<file path="src/rtl/gate_bist_pkg.sv">
// Shared constants for the basic-gate self-test engine: reference truth tables
// for the two-input gate library and the checker state encoding.
package gate_bist_pkg;

  localparam logic [3:0] TT_AND  = 4'b1000;
  localparam logic [3:0] TT_OR   = 4'b1110;
  localparam logic [3:0] TT_NAND = 4'b0111;
  localparam logic [3:0] TT_NOR  = 4'b0001;
  localparam logic [3:0] TT_XOR  = 4'b0110;
  localparam logic [3:0] TT_XNOR = 4'b1001;

  // Settle counter is wide enough for SETTLE_CYCLES up to 15.
  localparam int SETTLE_W = 4;

  typedef enum logic [1:0] {
    IDLE = 2'd0,
    RUN  = 2'd1,
    DONE = 2'd2
  } bist_state_e;

endpackage

</file>
<file path="src/rtl/gate_bist_vector_counter.sv">
// Stimulus/settle counter pair for the gate self-test: walks every input
// vector, holding each for SETTLE_CYCLES+1 clocks, and flags the sample edge.
module bist_vector_counter
  import gate_bist_pkg::*;
#(
  parameter int N_IN          = 2,
  parameter int SETTLE_CYCLES = 1
) (
  input  logic            clk,
  input  logic            rst,
  input  logic            clr,
  input  logic            en,
  output logic [N_IN-1:0] stim,
  output logic            last_vec,
  output logic            sample
);

  logic [N_IN-1:0]     stim_q, stim_d;
  logic [SETTLE_W-1:0] settle_q, settle_d;

  assign stim     = stim_q;
  assign last_vec = (stim_q == {N_IN{1'b1}});
  assign sample   = en && (settle_q == SETTLE_W'(SETTLE_CYCLES));

  // clr wins over counting so the final sample edge can park stim at zero.
  always_comb begin
    stim_d   = stim_q;
    settle_d = settle_q;
    if (clr) begin
      stim_d   = '0;
      settle_d = '0;
    end else if (en) begin
      if (sample) begin
        settle_d = '0;
        if (!last_vec) begin
          stim_d = stim_q + N_IN'(1);
        end
      end else begin
        settle_d = settle_q + SETTLE_W'(1);
      end
    end
  end

  always_ff @(posedge clk or posedge rst) begin
    if (rst) begin
      stim_q   <= '0;
      settle_q <= '0;
    end else begin
      stim_q   <= stim_d;
      settle_q <= settle_d;
    end
  end

endmodule

</file>
<file path="config.mk">
export PLATFORM = sky130hd
export DESIGN_NAME = bist_vector_counter
export DESIGN_NICKNAME = d
export VERILOG_FILES = /design/src/rtl/gate_bist_pkg.sv /design/src/rtl/gate_bist_vector_counter.sv
export SDC_FILE = /design/constraint.sdc
export NUM_CORES = 1
export LEC_CHECK = 0
export CORE_AREA = 2 2 39 41
export DETAILED_ROUTE_END_ITERATION = 10
export DIE_AREA = 0 0 41 43
export PLACE_DENSITY = 0.53
export REMOVE_ABC_BUFFERS = 1
export SYNTH_ARGS = -nofsm -noshare
export SYNTH_HDL_FRONTEND = slang
export SYNTH_SLANG_ARGS = --single-unit
</file>
<file path="constraint.sdc">
create_clock -name clk -period 1.4 [get_ports clk]
set_input_delay 0.42 -clock clk [delete_from_list [all_inputs] [get_ports clk]]
set_output_delay 0.42 -clock clk [all_outputs]
set_load 0.05 [all_outputs]
</file>
==> metrics, run 1 <==
run status finished, violations left; violated checks negative setup slack; Power Density between 700 and 800 mW/mm2; data required time at the worst endpoint roughly 0.98 ns; met3 GRT Util ~4.7%; part of the Yosys area used for sequential elements between 40 and 50%; port buffer count 7; met1 global-route usage between 10% and 20%; final routed wire length divided by cell count ~12 um; fin nets 61; Post-DRT Antenna Nets 0; total count of max-transition violations in the final report 0; cell area after placement 518 um2; busiest layer in global routing met2; fillcell total 140; drt first-iter violations 2; area of the die 0.00176 mm2; Yosys reg bits 6; Clk pin slew, worst setup/hold paths 0.04 ns; largest vdd supply drop 354 uV; Mapped Avg Cell Area around 11 um2; crit path kind register to output pin; Detail Placement HPWL approximately 480 um; Ys Warns 0; GR Util All Layers 11.9%; count of final hold-check violations 0; maximum number of pins on one net before global-route repair 7; sum of overflow across all layers after global routing 0; vias in the first global route 300; Layout area overhead 82.5%; Inserted Clock Buffers 3; Syn Std Cell Area about 340 um2; endpoint class of the critical path output pin; path class of the lowest-slack min-delay path input port to asynchronous set/reset pin; post-DR vias/cell 4.38; Post-Syn Instances 31; Distinct cells, synth 15; die width 41 um; number of standard-cell rows in the floorplan 14; source-to-sink clock delay at the later pin of the worst-skew pair approximately 0.24 ns; worst-path cell with the longest stage delay dfrtp_1; via total after detailed routing 298; TritonCTS clock tree built; number of antenna violations at the first check in global routing 0; startpoint class of the critical path register; max_slew headroom between 80% and 90%; routability congestion estimate from global placement around 0.67; worst stage delay on the critical path roughly 0.38 ns; root buf cell clkbuf_4; placeable core region roughly 0.0014 mm2; worst hold margin just under 0.4 ns; unrepaired setup endpoints after global routing yes; most repeated library cell on the critical path inv_2; initial core utilization approximately a quarter; Die Y 43 um; Critical Path, Cell by Cell inv_2 > ha_4 > nand4bb_4 > inv_2 > buf_12; Hold-fix buffers, CTS 0; biggest fanout along the worst timing path 2; buffer and inverter count on the worst path 3; category of cells accounting for the largest share of critical-path delay flip-flops; number of diodes added for antenna fixing 0; clk buf depth 2; fraction of layout instances using a drive strength above 1 between 50% and 60%; Setup Total Neg Slack -0.641 ns; total power of the final layout roughly 0.45 mW; Non-Filler Cell Area, Final between 600 and 700 um2; number of top-level pins 8; htree depth 1; pin slew with the least headroom to its limit between 0.2 and 0.3 ns; standby leakage power approximately 0.27 nW; min setup slack post-route -0.197 ns; final std cells w/o fill between 60 and 70; maximum clock skew at final layout around 0.0017 ns; Final setup violation count 6; MaxCap Viol Count 0; Period minus WS final between 1.5 and 2 ns; period utilization 114%; number of search-and-repair iterations in the first detailed-routing pass 2; first-pass GRT wire length around 1.3 mm; critical path arrival 1.18 ns; FMAX 626 MHz; Placed Instances 61; total routed wirelength between 700 and 800 um; DRC viols 0; routing usage on met2 approximately 16%; TritonCTS sink count 6
final timing paths:
| path | from | to | slack, ns | cells past startpoint |
|---|---|---|---|---|
| setup / recovery | settle_q[1]$_DFFE_PP0P_ | sample | -0.20 | 5 |
| hold / removal | rst | settle_q[0]$_DFFE_PP0P_ | 0.39 | 2 |
| setup reg to reg | settle_q[1]$_DFFE_PP0P_ | stim[1]$_DFFE_PP0P_ | -0.13 | 7 |
| hold reg to reg | settle_q[3]$_DFFE_PP0P_ | settle_q[3]$_DFFE_PP0P_ | 0.54 | 2 |
| max in group asynchronous | rst | stim[1]$_DFFE_PP0P_ | 0.80 | 2 |
| min in group clk | settle_q[3]$_DFFE_PP0P_ | settle_q[3]$_DFFE_PP0P_ | 0.54 | 2 |
routing by layer:
layer / share of wire (%) / routed length [um]
met5: 0 / 0
met4: 1.0 / 8
met2: 52 / 409
met3: 5.0 / 39
met1: 42 / 325
cells by family after synthesis:
logic type	share of synthesized area [%]
AOI/OAI and AO/OA	8.96
xor gates and xnor gates	5.22
adders and majority gates	11.2
buffers and inverters	3.36
DFF	44.8
and+or+nand+nor	26.5
flip-flops by register name (all words and copies together), names as in the netlist:
name,cells
settle_q,4
stim,2
power by group:
group | switching (mW) | internal [mW]
registers | 0.00667 | 0.181
logic | 0.0508 | 0.0631
clock network | 0.0541 | 0.0964
total | 0.112 | 0.340
layout by cell type (no fill, tap or decap):
cell             instances
o21ai_0                  1
nand2b_1                 2
clkdlybuf4s50_1          2
or3b_1                   1
o21ai_1                  1
inv_2                    2
ha_1                     1
buf_6                    2
dfrtp_2                  1
a21oi_1                  3
clkbuf_4                 3
buf_4                    9
nand3b_1                 2
buf_12                   4
nand2_1                  1
dlygate4sd2_1            1
inv_1                    1
or3_4                    1
dfrtp_1                  5
nand4_1                  1
nor3_1                   1
xor2_1                   2
a21oi_2                  1
nor2_1                   1
ha_4                     2
nand4bb_4                1
area by class of cell:
cell class,instances,area [um2],area share [%]
inverter,3,11.3,1.84
timing repair buffer,18,199,32.5
tap,16,20.0,3.27
sequential,6,151,24.7
multi-input combinational,22,208,33.9
clock buffer,3,22.5,3.68
synth_stat cells:
master | n | area share (%)
inv_1 | 3 | 3.4
nand3b_1 | 2 | 4.5
or3b_1 | 1 | 2.6
or3_1 | 1 | 1.9
nand2b_1 | 2 | 3.7
nor3_1 | 1 | 1.5
xor2_1 | 2 | 5.2
o21ai_0 | 2 | 3.0
dfrtp_1 | 6 | 45
nand2_1 | 1 | 1.1
a21oi_1 | 4 | 6.0
nand4_1 | 1 | 1.9
nand4bb_4 | 1 | 8.2
ha_1 | 3 | 11
nor2_1 | 1 | 1.1
worst reg2reg max path, cell delays in order, from the launching register on:
cell and delay (ns):
dfrtp_1 0.38, inv_2 0.07, ha_4 0.13, nand4bb_4 0.12, buf_4 0.16, buf_6 0.11
or3b_1 0.36, a21oi_1 0.12
repair_timing:
item                                    4_1_cts  5_1_grt
resized for setup                             7        6
pin swaps                                     4        1
endpoints found under the setup margin        4        7
cloned                                        0        0
buffers inserted                              5        0
stage by stage:
| stage | setup WS [ns] | util [%] |
|---|---|---|
| detailed placement | -0.373 | 37.4 |
| finish | -0.197 | 44.2 |
| CTS | -0.238 | 42.6 |
| global placement | -0.371 | 37.4 |
| global route | -0.242 | 44.2 |
| floorplan | -0.274 | - |
(Power assumes the default switching activity.)
==> run 2, diff against run 1 <==
GPL_TIMING_DRIVEN = 0   (was default)
==> run 2 against run 1 <==
  * The flow still finishes with violations (negative setup slack)
  * Clock power about the same
  * Critical path depth unchanged
  * Cell count decreased by 5.9%
  * Power decreased by 4.8%
  * Clock-buffer cell count unchanged
  * Sequential power about the same
  * Routed wire length decreased by 2.6%
  * Critical path type unchanged
  * Largest power group unchanged
==> metrics, run 2 (same netlist as run 1, synthesis figures left out) <==
TritonCTS clock tree built; max_slew headroom 80.9%; Largest Register settle_q; biggest fanout along the worst timing path 2; fillcell total 150; clk buf depth 2; drt first-iter violations 2; GR Util All Layers 9.02%; number of top-level pins 8; crit path kind register to output pin; Placed Instances 54; Power Density roughly 820 mW/mm2; worst hold margin 0.400 ns; number of diodes added for antenna fixing 0; critical register-to-register path startpoint settle_q[1]$_DFFE_PP0P_; fraction of layout instances using a drive strength above 1 about two fifths; final std cells w/o fill 64; Inserted Clock Buffers 3; htree depth 1; violated checks negative setup slack; total routed wirelength ~760 um; startpoint class of the critical path register; unrepaired setup endpoints after global routing yes; Die Y 43 um; critical path arrival approximately 1.2 ns; data required time at the worst endpoint approximately 0.98 ns; root buf cell clkbuf_4; flip-flop count of the largest register after layout 4; Worst R2R Setup Slack -0.17 ns; Critical path origin settle_q[1]$_DFFE_PP0P_; TritonCTS sink count 6; commonest cells after routing, fill and taps aside 6 x buf_4, 6 x dfrtp_1, 4 x a21oi_1, 4 x clkbuf_4; port buffer count 7; vias in the first global route between 200 and 300; routability congestion estimate from global placement 0.573; number of standard-cell rows in the floorplan 14; standby leakage power about 0.24 nW; first-pass GRT wire length roughly 1.0 mm; area of the die 0.00176 mm2; number of antenna violations at the first check in global routing 0; path class of the lowest-slack min-delay path input port to asynchronous set/reset pin; source-to-sink clock delay at the later pin of the worst-skew pair roughly 0.24 ns; number of cells traversed by the worst register-to-register path 7; endpoint class of the critical path output pin; MaxCap Viol Count 0; via total after detailed routing 295; maximum number of pins on one net before global-route repair 8; die width 41 um; maximum clock skew at final layout ~0.00075 ns; Period minus WS final around 1.6 ns; Final setup violation count 4; placeable core region 0.00138 mm2; sum of overflow across all layers after global routing 0; min setup slack post-route -0.201 ns; Clk pin slew, worst setup/hold paths 0.04 ns; run status finished, violations left; count of final hold-check violations 0; Layout area overhead 57.1%; Post-DRT Antenna Nets 0; post-DR vias/cell around 4.6; worst flop-to-flop path endpoint stim[1]$_DFFE_PP0P_; Detail Placement HPWL approximately 460 um; total count of max-transition violations in the final report 0; FMAX 625 MHz; pin slew with the least headroom to its limit about 0.29 ns; largest vdd supply drop roughly 380 uV; number of search-and-repair iterations in the first detailed-routing pass 3; fin nets 57; worst setup path end sample; initial core utilization between 20% and 30%; final routed wire length divided by cell count 11.9 um; period utilization 114%; DRC viols 0
-- run 2: changes by cell type in the layout (fill, tap and decap cells not counted), sizes merged --
cell    previous run  this run
buf               15        10
clkbuf             3         4
-- run 2: layout make-up --
cell class	count	area [um2]	share of cell area (%)
well taps	16	20.0	3.80
clock buffers	3	22.5	4.28
inverters	3	11.3	2.14
multi-input cells	22	199	37.8
repair buffers	14	124	23.5
flip-flops and latches	6	150	28.5
-- run 2: critical path, stage by stage (launching register included) --
cell       delay, ns
dfrtp_1         0.38
inv_2           0.07
ha_4            0.13
nand4bb_4       0.13
inv_2           0.09
buf_8           0.14
-- run 2: layer usage --
layer	GRT usage, %	vias to the layer above	routed length, um
li1	-	142	-
met3	3.14	0	44
met2	12.2	6	376
met1	12.6	147	342
met4	4.00	0	0
met5	0	-	0
-- run 2: stage by stage --
| step | util, % | cell area (um2) | power [mW] | setup TNS, ns | setup slack (ns) |
|---|---|---|---|---|---|
| detailed placement | 30.7 | 425 | 0.254 | -3.34 | -1.17 |
| CTS | 36.1 | 499 | 0.427 | -0.556 | -0.245 |
| global placement | 30.7 | 425 | 0.253 | -3.30 | -1.16 |
| floorplan | - | 335 | 0.227 | -0.907 | -0.274 |
| finish | 38.1 | 527 | 0.430 | -0.483 | -0.201 |
| global route | 38.1 | 527 | 0.453 | -0.645 | -0.257 |
-- run 2: worst min path at each step --
stage,from,to,slack (ns),depth (start not counted)
finish,rst,stim[1]$_DFFE_PP0P_,0.40,2
global route,rst,settle_q[3]$_DFFE_PP0P_,0.44,2
CTS,rst,stim[0]$_DFFE_PP0P_,0.41,2
detailed placement,settle_q[3]$_DFFE_PP0P_,settle_q[3]$_DFFE_PP0P_,0.53,2
global placement,settle_q[3]$_DFFE_PP0P_,settle_q[3]$_DFFE_PP0P_,0.53,2
floorplan,rst,settle_q[0]$_DFFE_PP0P_,0.21,1
-- run 2: report_power, final --
| part | switching [mW] | internal, mW |
|---|---|---|
| clock network | 0.0569 | 0.0966 |
| logic | 0.0450 | 0.0442 |
| registers | 0.00703 | 0.180 |
-- run 2: timing repair --
item / 4_1_cts / 5_1_grt
gates resized for setup: 31 / 4
hold buffers: 0 / 0
setup endpoints to repair: 6 / 4
pin swaps: 3 / 3
setup buffers: 6 / 3
==> run 3, diff against run 2 <==
CAP_MARGIN = 20   (was default)
GPL_ROUTABILITY_DRIVEN = 1   (was default)
PLACE_DENSITY = 0.51   (was 0.53)
clock period = 1.61 ns   (was 1.4 ns; I/O delays follow)
==> run 3 against run 2 <==
  * The flow still finishes with violations (negative setup slack)
  * Worst setup slack better by 0.12 ns
  * Hold slack better by 0.069 ns
  * Clock power down 17%
  * Core utilization down 1.3 points
  * Sequential share of layout area up 0.98 points
  * Cell area down 3.3%
  * Power down 15%
  * First-iteration DRC count rose to 3.0 times the previous value
  * Via count up 0.68%
  * Critical path type is now input port to output pin
  * Largest cell class unchanged
==> metrics, run 3 (same netlist as run 1, synthesis figures left out) <==
run status finished, violations left; violated checks negative setup slack; Hold-fix buffers, CTS 0; via total after detailed routing a little under 300; Period minus WS final roughly 1.7 ns; Worst R2R Setup Slack 0.02 ns; number of antenna violations at the first check in global routing 0; area of the die about 0.0018 mm2; Largest Register settle_q; Inserted Clock Buffers 3; htree depth 1; FMAX between 500 and 600 MHz; data required time at the worst endpoint 1.13 ns; Critical Path, Cell by Cell clkdlybuf4s15_1 > nand4bb_4 > inv_2 > buf_8; category of cells accounting for the largest share of critical-path delay buffers and inverters; TritonCTS clock tree built; worst flop-to-flop path endpoint stim[1]$_DFFE_PP0P_; source-to-sink clock delay at the later pin of the worst-skew pair 0.23 ns; worst-path cell with the longest stage delay clkdlybuf4s15_1; number of standard-cell rows in the floorplan 14; fraction of layout instances using a drive strength above 1 between 40% and 50%; count of final hold-check violations 0; post-DR vias/cell roughly 4.7; flip-flop count of the largest register after layout 4; Die Y 43 um; fin nets 56; endpoint class of the critical path output pin; Detail Placement HPWL around 520 um; maximum number of pins on one net before global-route repair 8; maximum clock skew at final layout about 0.0016 ns; MaxCap Viol Count 0; initial core utilization approximately a quarter; placeable core region between 0.001 and 0.0015 mm2; Final setup violation count 1; number of top-level pins 8; pin slew with the least headroom to its limit 0.282 ns; worst stage delay on the critical path around 0.33 ns; first-pass GRT wire length between 1 and 1.5 mm; path class of the lowest-slack min-delay path input port to asynchronous set/reset pin; register area between 150 and 200 um2; cell area after placement 425 um2; number of cells traversed by the worst register-to-register path 7; max_slew headroom between 80% and 90%; critical path arrival between 1 and 1.5 ns; GR Util All Layers 10.6%; min setup slack post-route -0.0793 ns; fillcell total 143; root buf cell clkbuf_4; critical register-to-register path startpoint settle_q[1]$_DFFE_PP0P_; Power Density 718 mW/mm2; final routed wire length divided by cell count roughly 12 um; unrepaired setup endpoints after global routing yes; total count of max-transition violations in the final report 0; number of search-and-repair iterations in the first detailed-routing pass 3; drt first-iter violations 6; clk buf depth 2; switching power share of the total between 20 and 25%; Comb power frac between 20% and 30%; post-layout util between 30% and 40%; biggest fanout along the worst timing path 7; DRC viols 0; Power Internal 0.278 mW; TritonCTS sink count 6; standby leakage power about 0.23 nW; clock network power share between 30% and 40%; area of the multi-input gates 188 um2; crit path kind input port to output pin; Critical path origin en; worst hold margin around 0.47 ns; routability congestion estimate from global placement ~0.7; buffer and inverter count on the worst path 3; Post-DRT Antenna Nets 0; port buffer count 7; Layout area overhead 51.9%; sum of overflow across all layers after global routing 0; vias in the first global route between 300 and 400; relative contribution of sequential cells to total power 44.2%; Non-Filler Cell Area, Final 509 um2; startpoint class of the critical path input port; largest vdd supply drop 341 uV; number of diodes added for antenna fixing 0; die width 41 um; commonest cells after routing, fill and taps aside 6 x buf_4, 6 x dfrtp_1, 3 x a21oi_1, 3 x clkbuf_4; Switch Pwr a little under 0.09 mW; period utilization 105%; Clk pin slew, worst setup/hold paths 0.04 ns; total routed wirelength 735 um
[run 3: layer usage]
| metal | vias up | global-route usage [%] | part of all wire (%) |
|---|---|---|---|
| met5 | - | 0 | 0 |
| met4 | 0 | 7.33 | 1.9 |
| met3 | 2 | 4.19 | 5.9 |
| met2 | 8 | 17.2 | 55 |
| met1 | 146 | 10.0 | 36 |
| li1 | 141 | - | - |
[run 3: worst reg2reg max path, cell delays in order, from the launching register on]
cell       delay [ns]
dfrtp_1          0.37
inv_1            0.06
ha_2             0.18
nand4bb_4        0.13
buf_4            0.16
buf_4            0.15
or3b_1           0.35
a21oi_1          0.12
[run 3: per-stage QoR]
stage / power [mW] / setup TNS (ns) / cells / setup WS, ns
floorplan: 0.198 / -0.216 / 31 / -0.0941
global placement: 0.219 / -1.85 / 54 / -1.06
detailed placement: 0.222 / -2.01 / 54 / -1.08
CTS: 0.366 / -0.0919 / 61 / -0.0919
global route: 0.397 / -0.252 / 63 / -0.157
finish: 0.366 / -0.0793 / 63 / -0.0793
[run 3: what timing repair did]
| action | in CTS | in global routing |
|---|---|---|
| setup buffers | 4 | 2 |
| gates resized for setup | 23 | 5 |
| endpoints found under the setup margin | 6 | 3 |
| pin swaps | 0 | 0 |
[run 3: worst max path at each step]
stage / end / depth (start not counted)
floorplan: last_vec / 1
global placement: sample / 4
detailed placement: sample / 4
CTS: sample / 5
global route: sample / 5
finish: sample / 4
[run 3: power by group through the flow]
stage | clock [mW] | sequential [mW] | combinational [mW]
floorplan | 0 | 0.170 | 0.0275
global placement | 0 | 0.165 | 0.0540
detailed placement | 0 | 0.166 | 0.0560
CTS | 0.136 | 0.161 | 0.0698
global route | 0.153 | 0.162 | 0.0819
finish | 0.128 | 0.162 | 0.0759
[run 3: layout make-up]
class,count,area share [%]
Multi-Input combinational cell,22,36.9
Sequential cell,6,29.5
Timing Repair Buffer,13,23.1
Clock buffer,3,4.42
Tap cell,16,3.93
Inverter,3,2.21
